===== config.mk =====
export PLATFORM = sky130hd
export DESIGN_NAME = nem_ohmux_sel_ctrl
export DESIGN_NICKNAME = d
export VERILOG_FILES = /design/src/rtl/nem_ohmux_sel_ctrl.sv
export SDC_FILE = /design/constraint.sdc
export NUM_CORES = 1
export LEC_CHECK = 0
export BUFFER_PORTS_ARGS = -buffer_cell sky130_fd_sc_hd__buf_2
export CAP_MARGIN = 30
export CORE_MARGIN = 3
export CORE_UTILIZATION = 34
export CTS_BUF_LIST = sky130_fd_sc_hd__clkbuf_2
export CTS_CLUSTER_DIAMETER = 200
export DETAILED_ROUTE_END_ITERATION = 10
export MAX_ROUTING_LAYER = met4
export PLACE_DENSITY = 0.59
export SYNTH_ARGS = -nofsm -noshare
export SYNTH_HDL_FRONTEND = slang
export SYNTH_SLANG_ARGS = --single-unit

===== constraint.sdc =====
create_clock -name CP -period 1.65 [get_ports CP]
set_clock_uncertainty 0.1 [all_clocks]
set_input_delay 0.33 -clock CP [delete_from_list [all_inputs] [get_ports CP]]
set_output_delay 0.33 -clock CP [all_outputs]
set_load 0.02 [all_outputs]

===== src/rtl/nem_ohmux_sel_ctrl.sv =====
// nem_ohmux_sel_ctrl: break-before-make one-hot select driver for NEM relay mux arrays
module nem_ohmux_sel_ctrl #(
  parameter int N_IN       = 2,
  parameter int SELW       = (N_IN > 2) ? $clog2(N_IN) : 1,
  parameter int DEAD_CYC   = 4,
  parameter int SETTLE_CYC = 8
) (
  input  logic            CP,
  input  logic            CD,
  input  logic            REQ_VALID,
  input  logic            REQ_OFF,
  input  logic [SELW-1:0] REQ_SEL,
  output logic            REQ_READY,
  output logic [N_IN-1:0] S,
  output logic [SELW-1:0] CUR_SEL,
  output logic            SETTLED,
  output logic            ERR
);
  localparam int CW = $clog2(((DEAD_CYC > SETTLE_CYC) ? DEAD_CYC : SETTLE_CYC) + 1);
  localparam logic [CW-1:0] DEAD_LD = CW'(DEAD_CYC - 1);
  localparam logic [CW-1:0] SETTLE_LD = CW'(SETTLE_CYC - 1);
  localparam logic [N_IN-1:0] ONE = 1;
  typedef enum logic [1:0] {OFF, BREAK, MAKE, STABLE} state_t;
  state_t state, state_n;
  logic [CW-1:0] cnt, cnt_n;
  logic [SELW-1:0] tgt, tgt_n, cur_n;
  logic [N_IN-1:0] s_n;
  logic tgt_off, tgt_off_n, settled_n, err_n, acc, bad;
  always_comb begin
    acc = REQ_VALID & REQ_READY;
    bad = !REQ_OFF && ({1'b0, REQ_SEL} >= (SELW+1)'(N_IN));
    state_n = state;
    cnt_n = (cnt == '0) ? cnt : cnt - 1'b1;
    tgt_n = tgt;
    tgt_off_n = tgt_off;
    cur_n = CUR_SEL;
    s_n = S;
    settled_n = SETTLED;
    err_n = 1'b0;
    case (state)
      OFF, STABLE: if (acc) begin
        if (bad) err_n = 1'b1;
        else if (REQ_OFF) begin
          if (state == STABLE) begin
            state_n = BREAK;
            cnt_n = DEAD_LD;
            s_n = '0;
            settled_n = 1'b0;
            tgt_off_n = 1'b1;
          end
        end else if (state == OFF) begin
          // lines already released, so the make can start immediately
          state_n = MAKE;
          cnt_n = SETTLE_LD;
          s_n = ONE << REQ_SEL;
          cur_n = REQ_SEL;
        end else if (REQ_SEL != CUR_SEL) begin
          state_n = BREAK;
          cnt_n = DEAD_LD;
          s_n = '0;
          settled_n = 1'b0;
          tgt_n = REQ_SEL;
          tgt_off_n = 1'b0;
        end
      end
      BREAK: if (cnt == '0) begin
        state_n = tgt_off ? OFF : MAKE;
        cnt_n = tgt_off ? '0 : SETTLE_LD;
        s_n = tgt_off ? '0 : ONE << tgt;
        cur_n = tgt_off ? CUR_SEL : tgt;
      end
      MAKE: if (cnt == '0) begin
        state_n = STABLE;
        settled_n = 1'b1;
      end
    endcase
  end
  always_ff @(posedge CP or posedge CD)
    if (CD) begin
      state <= OFF;
      cnt <= '0;
      tgt <= '0;
      tgt_off <= 1'b0;
      S <= '0;
      CUR_SEL <= '0;
      SETTLED <= 1'b0;
      ERR <= 1'b0;
      REQ_READY <= 1'b1;
    end else begin
      state <= state_n;
      cnt <= cnt_n;
      tgt <= tgt_n;
      tgt_off <= tgt_off_n;
      S <= s_n;
      CUR_SEL <= cur_n;
      SETTLED <= settled_n;
      ERR <= err_n;
      REQ_READY <= (state_n == OFF) || (state_n == STABLE);
    end
endmodule

After elaboration in Yosys (flattened, before gate mapping)
Cells that the tools add are included.
{"block": "word_totals", "ff_bits": 13, "elab_cells": 85, "in_bits": 5, "output_inout_bits": 6}
{"block": "op_classes", "n_eq_ne": 17, "reduce_logical": 13, "addsub": 1, "n_mux": 41, "shifts": 2, "bitwise_logic": 3}
{"cell": "$mux W2", "count": 15}
{"cell": "$mux W4", "count": 7}
{"cell": "$reduce_and A5 Y1", "count": 3}
{"cell": "$ne A2 B2 Y1 const B", "count": 7}
{"cell": "$mux W1", "count": 13}
{"cell": "$reduce_and A6 Y1", "count": 2}
{"cell": "$ne A3 B3 Y1 const B", "count": 3}
{"cell": "$pmux W4 S2", "count": 1}
{"cell": "$eq A2 B2 Y1 const B", "count": 3}
{"cell": "$pmux W2 S3", "count": 1}
{"cell": "$reduce_bool A2 Y1", "count": 3}
{"cell": "$logic_not A2 Y1", "count": 2}
{"cell": "$logic_not A4 Y1", "count": 1}
{"cell": "$ne A4 B4 Y1 const B", "count": 1}
{"cell": "$pmux W1 S2", "count": 2}
{"cell": "$pmux W2 S2", "count": 1}
{"cell": "$shl A1 B1 Y2 const A", "count": 2}
{"cell": "$sub A4 B1 Y4 const B", "count": 1}
{"cell": "$mux W3", "count": 1}
{"cell": "$eq A2 B1 Y1 const B", "count": 1}
{"cell": "$ne A2 B1 Y1 const B", "count": 1}
{"cell": "$not A1 Y1", "count": 2}
{"cell": "$reduce_or A2 Y1", "count": 1}
{"cell": "$and A1 B1 Y1", "count": 1}
{"cell": "2 further kinds", "count": 2}

Longest topological paths before layout
Gate-level depths: netlist of the first run.
{"block": "depth", "ltp_word": 8, "mapped_depth": 7, "mapped_depth_nobuf": 6}

Least setup slack after synthesis of the first run
Ideal clock, no wire load.
{"block": "synth_path", "kind": "register to register", "from": "register cnt[0]", "to": "register S[0]", "arrival_ns": 1.609, "n_path_buf": 0, "required_time_ns": 1.422, "setup_time_ns": 0.128, "stages_incl_launch_ff": 7, "synth_period_minus_slack_ns": 1.837, "path_slack_ns": -0.187, "cell_sequence": "dfrtp_1 -> inv_1 -> ha_1 -> or3b_4 -> a21oi_4 -> o21ai_2 -> mux2_1"}
{"block": "synth_between", "elab_chain_cells": 3}
{"item": "start: declaration", "line_no": "25", "text": "logic [CW-1:0] cnt, cnt_n;"}
{"item": "start signal: assignment", "line_no": "91", "text": "cnt <= cnt_n;"}
{"item": "$logic_not A4 Y1", "line_no": "66", "text": "BREAK: if (cnt == '0) begin"}
{"item": "$ne A2 B2 Y1 (no line)"}
{"item": "$reduce_and A5 Y1 (no line)"}
{"item": "end signal: assignment", "line_no": "94", "text": "S <= s_n;"}
{"item": "end: declaration", "line_no": "14", "text": "output logic [N_IN-1:0] S,"}
Every way passes these cells.
A chain may end at the register's enable or synchronous reset.

Worst setup path after layout of the first run
{"block": "layout_path", "from": "register cnt[1]", "to": "register S[1]"}
Same word-level chain as after synthesis.

==> results of run 1 <==
## power groups by stage
stage / Combinational (mW) / Sequential [mW] / Clock, mW
after CTS: 2.13 / 0.566 / 0.185
final: 2.35 / 0.588 / 0.178
after detailed placement: 2.00 / 0.567 / 0
after global placement: 1.97 / 0.561 / 0
after global routing: 2.54 / 0.606 / 0.196
after floorplan: 1.20 / 0.614 / 0
## sequential cells by signal, indices dropped and copies added, names as in the netlist
register / flops
CUR_SEL: 1
REQ_READY: 1
S: 2
SETTLED: 1
cnt: 4
state: 2
tgt: 1
tgt_off: 1
## layer usage
metal	track usage	vias to the layer above	wire, microns
met5	-	-	0
li1	-	490	-
met2	0.272	24	1390
met3	0.0447	0	115
met1	0.195	472	1220
met4	0.0341	0	0
## area by class of cell
type / count / area, sq um
sequential: 13 / 329
multi-input combinational: 84 / 777
tap: 31 / 38.8
inverter: 8 / 30.0
timing repair buffer: 44 / 310
fill: 260 / 1300
clock buffer: 4 / 20.0
## critical path, cell delays in order, from the launching register on
cell	delay, ns
sky130_fd_sc_hd__dfrtp_1	0.41
sky130_fd_sc_hd__inv_2	0.08
sky130_fd_sc_hd__ha_4	0.13
sky130_fd_sc_hd__or3b_4	0.39
sky130_fd_sc_hd__a21oi_4	0.17
sky130_fd_sc_hd__o21ai_4	0.09
sky130_fd_sc_hd__mux2_4	0.30
## cells in the mapped netlist (3+ instances only)
| master | n | area (sq um) |
|---|---|---|
| sky130_fd_sc_hd__dfrtp_1 | 12 | 300 |
| sky130_fd_sc_hd__nand2_1 | 6 | 22.5 |
| sky130_fd_sc_hd__inv_1 | 8 | 30.0 |
| sky130_fd_sc_hd__o31ai_1 | 3 | 22.5 |
| sky130_fd_sc_hd__a21oi_1 | 5 | 25.0 |
| sky130_fd_sc_hd__ha_1 | 6 | 75.1 |
| sky130_fd_sc_hd__o211ai_1 | 3 | 22.5 |
| sky130_fd_sc_hd__buf_2 | 3 | 15.0 |
| sky130_fd_sc_hd__nor2b_1 | 4 | 25.0 |
| sky130_fd_sc_hd__nor3_1 | 3 | 15.0 |
| sky130_fd_sc_hd__o21a_1 | 3 | 22.5 |
| sky130_fd_sc_hd__nor2_1 | 9 | 33.8 |
| sky130_fd_sc_hd__o21ai_0 | 5 | 25.0 |
## stage by stage
| step | std cells | util | setup WS, ns | cell area, sq um |
|---|---|---|---|---|
| floorplan | 110 | - | -0.146 | 1040 |
| detailed placement | 174 | 0.468 | -0.162 | 1310 |
| finish | 184 | 0.537 | -0.114 | 1510 |
| global placement | 174 | 0.468 | -0.119 | 1310 |
| CTS | 181 | 0.496 | -0.136 | 1390 |
| global route | 184 | 0.537 | -0.160 | 1510 |
## repair_timing
item	4_1_cts	5_1_grt
cloned	0	0
buffers inserted	2	3
hold buffers	1	0
pin swaps	3	2
hold endpoints to repair	12	0
resized for setup	10	16
setup endpoints to repair	10	13
## worst paths after layout
path / slack (ns) / cells after the start / to
max in group asynchronous: 0.59 / 3 / state[1]
hold reg to reg: 0.44 / 1 / S[0]
hold / removal: 0.29 / 4 / tgt
min in group asynchronous: 0.49 / 3 / S[1]
setup reg to reg: -0.11 / 6 / S[1]
setup / recovery: -0.11 / 6 / S[1]
## kinds of logic after synthesis
logic type                 after synthesis  synth area share
other                                    1           0.00367
and+or+nand+nor                         33             0.184
DFF                                     13             0.319
buffers and inverters                   13            0.0551
adders and majority gates                6            0.0734
muxes                                    3            0.0318
AOI/OAI and AO/OA                       39             0.316
xor gates and xnor gates                 2            0.0171
==> results.md, run 1 <==
- Crit path time final: 1.76 ns
- Buffer type at the clock tree root: sky130_fd_sc_hd__clkbuf_2
- Primary flip-flop cell chosen by synthesis mapping: sky130_fd_sc_hd__dfrtp_1
- Worst R2R Start: cnt[1]
- Post-synth EDFFs: 0
- Die Outline Area: 3700 sq um
- Clock network fraction of total power: 0.057
- Async SR Flop Fraction: 1.00
- First DRT Iteration DRCs: 30
- Width of the chip: 60.8 microns
- Final slew viol count: 0
- Max cap viols: 0
- Total detailed-routing wirelength: 2.73 mm
- Final Worst Setup Slack: -0.114 ns
- Vias in the first global route: 967
- Average cell area after synthesis: 9.29 sq um
- Nets: 165
- Hold violation total from the final report: 0
- Gp weighted congestion: 0.823
- Max rail drop VDD: 0.963 mV
- Crit path launch type: register
- Status: complete, but fails checks
- Max-slew headroom at the worst pin: 0.654
- Flop and latch count out of synthesis: 13
- Top library cells by usage in the layout, fill and taps aside: sky130_fd_sc_hd__buf_4 (34), sky130_fd_sc_hd__dfrtp_1 (10), sky130_fd_sc_hd__buf_2 (9)
- FP Rows: 19
- Total via count after detailed routing: 986
- Net switching fraction of the power: 0.447
- Final-report setup violation count: 7
- Comb pwr share: 0.754
- Start point of the worst min-delay path: REQ_VALID
- Routed wirelength normalized by instance count: 14.8 microns
- Ports: 11
- Total chip power: 3.11 mW
- Global-route wire length before repair: 4.31 mm
- Unrepaired setup endpoints after global routing: true
- Synthesized Nets: 121
- Crit Path Class: register to register
- Worst-path clk slew: 0.14 ns
- CP endpoint kind: register
- Count of H-tree levels built during CTS: 1
- Pin count of the biggest net entering global routing: 14
- Hold Crit Class: primary input to register
- Most common cell after layout, fill and taps aside: sky130_fd_sc_hd__buf_4
- Timing startpoint of the critical path: cnt[1]
- Critical path arrival: 1.86 ns
- Worst endpoint required time: 1.74 ns
- Count of synthesis-stage warnings from yosys: 0
- Initial core utilization: 0.364
- Total routing usage reported by global routing: 0.163
- Clk Latency, worst-skew pair: 0.29 ns
- Number of cells produced by synthesis: 110
- Post-detailed-route DRC marker count: 0
- Total clock buffers created by CTS: 3
- Antenna violations before repair: 0
- Clock buffer depth: 2
- Antenna fix cells: 0
- Remaining number of nets flagged by the antenna check after routing: 0
- Proportion of power drawn by flip-flops and latches: 0.189
- Total number of clock tree sinks: 13
- Fraction of final layout cells with drive strength greater than 1: 0.516
- Via density: 5.36
- Half-perimeter wire length after detailed placement: 2.05 mm
- Number of distinct library cells after synthesis: 48
- Total net switching power: 1.39 mW
- Sum of negative setup slack: -0.365 ns
- Number of detailed-route iterations in the first pass: 4
- Transition time at the pin with the least slew margin: 0.519 ns
- Fmax achieved: 0.567 GHz
- Cell leakage power: 0.656 nW
- Violated checks: setup timing
- CP Max Fanout: 3
- Internal power: 1.72 mW
- Final hold slack: 0.289 ns
- Vert. Die Dim: 60.8 microns
- Core Footprint: 2810 sq um
- Total gr overflow: 0
- Post-Syn Area: 1020 sq um
- Area overhead of the layout relative to synthesis: 47.2%
- Fin crit share: 1.07
- Count of buffers from port buffering: 9
- TritonCTS clock tree: done
- Sequential share of the synthesized area: 0.319
- Power density over cell area: 2070 nW/um^2
No activity file was read; power rests on OpenSTA's default activity.
==> run 2: changes to the inputs <==
Settings changed: SKIP_LAST_GASP set to 1.
==> results.md, run 2 (synthesis gave the netlist of run 1 again) <==
- Worst endpoint required time: 1.74 ns
- Fmax achieved: 0.567 GHz
- Global-route wire length before repair: 4.31 mm
- Clock buffer depth: 2
- Antenna fix cells: 0
- FP Rows: 19
- End point of the most critical hold path: tgt
- Final Worst Setup Slack: -0.114 ns
- Status: complete, but fails checks
- Sum of negative setup slack: -0.364 ns
- Pin count of the biggest net entering global routing: 14
- Endpoint of the worst register-to-register path: S[1]
- Nets: 165
- Clk Latency, worst-skew pair: 0.29 ns
- Via density: 5.37
- Number of placed cells counting well taps: 174
- Final-report setup violation count: 7
- Worst R2R Start: cnt[1]
- Flip-flop count of the largest register, all copies and words added: 4
- Buffer type at the clock tree root: sky130_fd_sc_hd__clkbuf_2
- CP Max Fanout: 3
- Largest reg by FF count: cnt
- Die Outline Area: 3700 sq um
- Area overhead of the layout relative to synthesis: 47.2%
- Total routing usage reported by global routing: 0.163
- Vias in the first global route: 967
- Antenna violations before repair: 0
- Most common cell after layout, fill and taps aside: sky130_fd_sc_hd__buf_4
- Initial core utilization: 0.364
- Worst hold path stage count: 4
- Total clock buffers created by CTS: 3
- Transition time at the pin with the least slew margin: 0.519 ns
- Post-route cell area: 1510 sq um
- Total detailed-routing wirelength: 2.73 mm
- Slowest library cell on the worst path: sky130_fd_sc_hd__dfrtp_1
- Buffers and inverters on the worst path: 1
- TritonCTS clock tree: done
- R2R setup slack: -0.11 ns
- Top library cells by usage in the layout, fill and taps aside: sky130_fd_sc_hd__buf_4 (34), sky130_fd_sc_hd__dfrtp_1 (10), sky130_fd_sc_hd__buf_2 (9)
- Final slew viol count: 0
- Register-to-Register Path Depth: 6
- Largest stage delay, worst path: 0.41 ns
- Total via count after detailed routing: 988
- Start point of the worst min-delay path: REQ_VALID
- Total number of clock tree sinks: 13
- Count of buffers from port buffering: 9
- Core Footprint: 2810 sq um
- Half-perimeter wire length after detailed placement: 2.05 mm
- Fin crit share: 1.07
- Ports: 11
- Crit Path Class: register to register
- Cell class contributing the biggest share of worst-path delay: flip-flops
- Power density over cell area: 2070 nW/um^2
- Worst-path clk slew: 0.14 ns
- Violated checks: setup timing
- Number of detailed-route iterations in the first pass: 4
- Total chip power: 3.11 mW
- Critical path arrival: 1.86 ns
- Cell breakdown of the critical path: inv_2, ha_4, or3b_4, a21oi_4, o21ai_4, mux2_4
- Max-slew headroom at the worst pin: 0.654
- Final hold slack: 0.290 ns
- Hold violation total from the final report: 0
- Area after detailed placement: 1310 sq um
- Width of the chip: 60.8 microns
- Hold Crit Class: primary input to register
- First DRT Iteration DRCs: 30
- Max rail drop VDD: 0.963 mV
- Count of H-tree levels built during CTS: 1
- CP endpoint kind: register
- Cell leakage power: 0.656 nW
- Largest registers in the final layout: cnt: 4 flops, S: 2 flops, state: 2 flops
- Remaining number of nets flagged by the antenna check after routing: 0
- Post-detailed-route DRC marker count: 0
- Crit path launch type: register
- Total gr overflow: 0
- Vert. Die Dim: 60.8 microns
- Fin cells: 184
- Max cap viols: 0
- Routed wirelength normalized by instance count: 14.8 microns
- Crit path time final: 1.76 ns
- Unrepaired setup endpoints after global routing: true
- Fraction of final layout cells with drive strength greater than 1: 0.516
- Gp weighted congestion: 0.823
run 2: cell counts in the layout (fill, tap and decap cells not counted):
No cell type changed its count.
run 2: worst max-delay path by stage:
stage                 from  endpoint  slack, ns  cells after the start
floorplan           cnt[0]      S[0]      -0.15                      6
global placement    cnt[0]      S[0]      -0.12                      6
detailed placement  cnt[0]      S[1]      -0.16                      6
CTS                 cnt[1]      S[1]      -0.14                      6
global route        cnt[1]      S[0]      -0.16                      6
finish              cnt[1]      S[1]      -0.11                      6
run 2: what timing repair did:
item / in CTS / in global routing
endpoints found under the setup margin: 10 / 13
resized for setup: 10 / 16
setup buffers: 2 / 3
hold endpoints to repair: 12 / 0
hold buffers: 1 / 0
pin swaps: 3 / 2
run 2: per-stage QoR:
step            util  setup WS (ns)
3_5_place_dp   0.468         -0.162
3_3_place_gp   0.468         -0.119
5_1_grt        0.537         -0.160
4_1_cts        0.496         -0.136
6_report       0.537         -0.114
2_1_floorplan      -         -0.146
run 2: layout make-up:
type | instances | area (sq um)
Inverter | 8 | 30.0
Tap cell | 31 | 38.8
Clock buffer | 4 | 20.0
Multi-Input combinational cell | 84 | 777
Timing Repair Buffer | 44 | 310
Fill cell | 260 | 1300
Sequential cell | 13 | 329
run 2: power by group:
group | total [mW] | leakage (nW) | internal [mW] | switching (mW)
clock network | 0.178 | 0.0166 | 0.0643 | 0.114
logic | 2.35 | 0.482 | 1.20 | 1.15
registers | 0.588 | 0.158 | 0.460 | 0.128
run 2: worst register-to-register path: cells and delay by family, from the launching register on:
family	cells	cell delay (ns)
DFF	1	0.41
and+or+nand+nor	1	0.39
muxes	1	0.30
AOI/OAI and AO/OA	2	0.26
adders and majority gates	1	0.13
buffers and inverters	1	0.08
run 2: metal layers:
layer	wire length (microns)	vias to the layer above	global-route usage
met1	1210	474	0.195
met5	0	-	-
li1	-	490	-
met4	0	0	0.0341
met2	1400	24	0.272
met3	119	0	0.0447
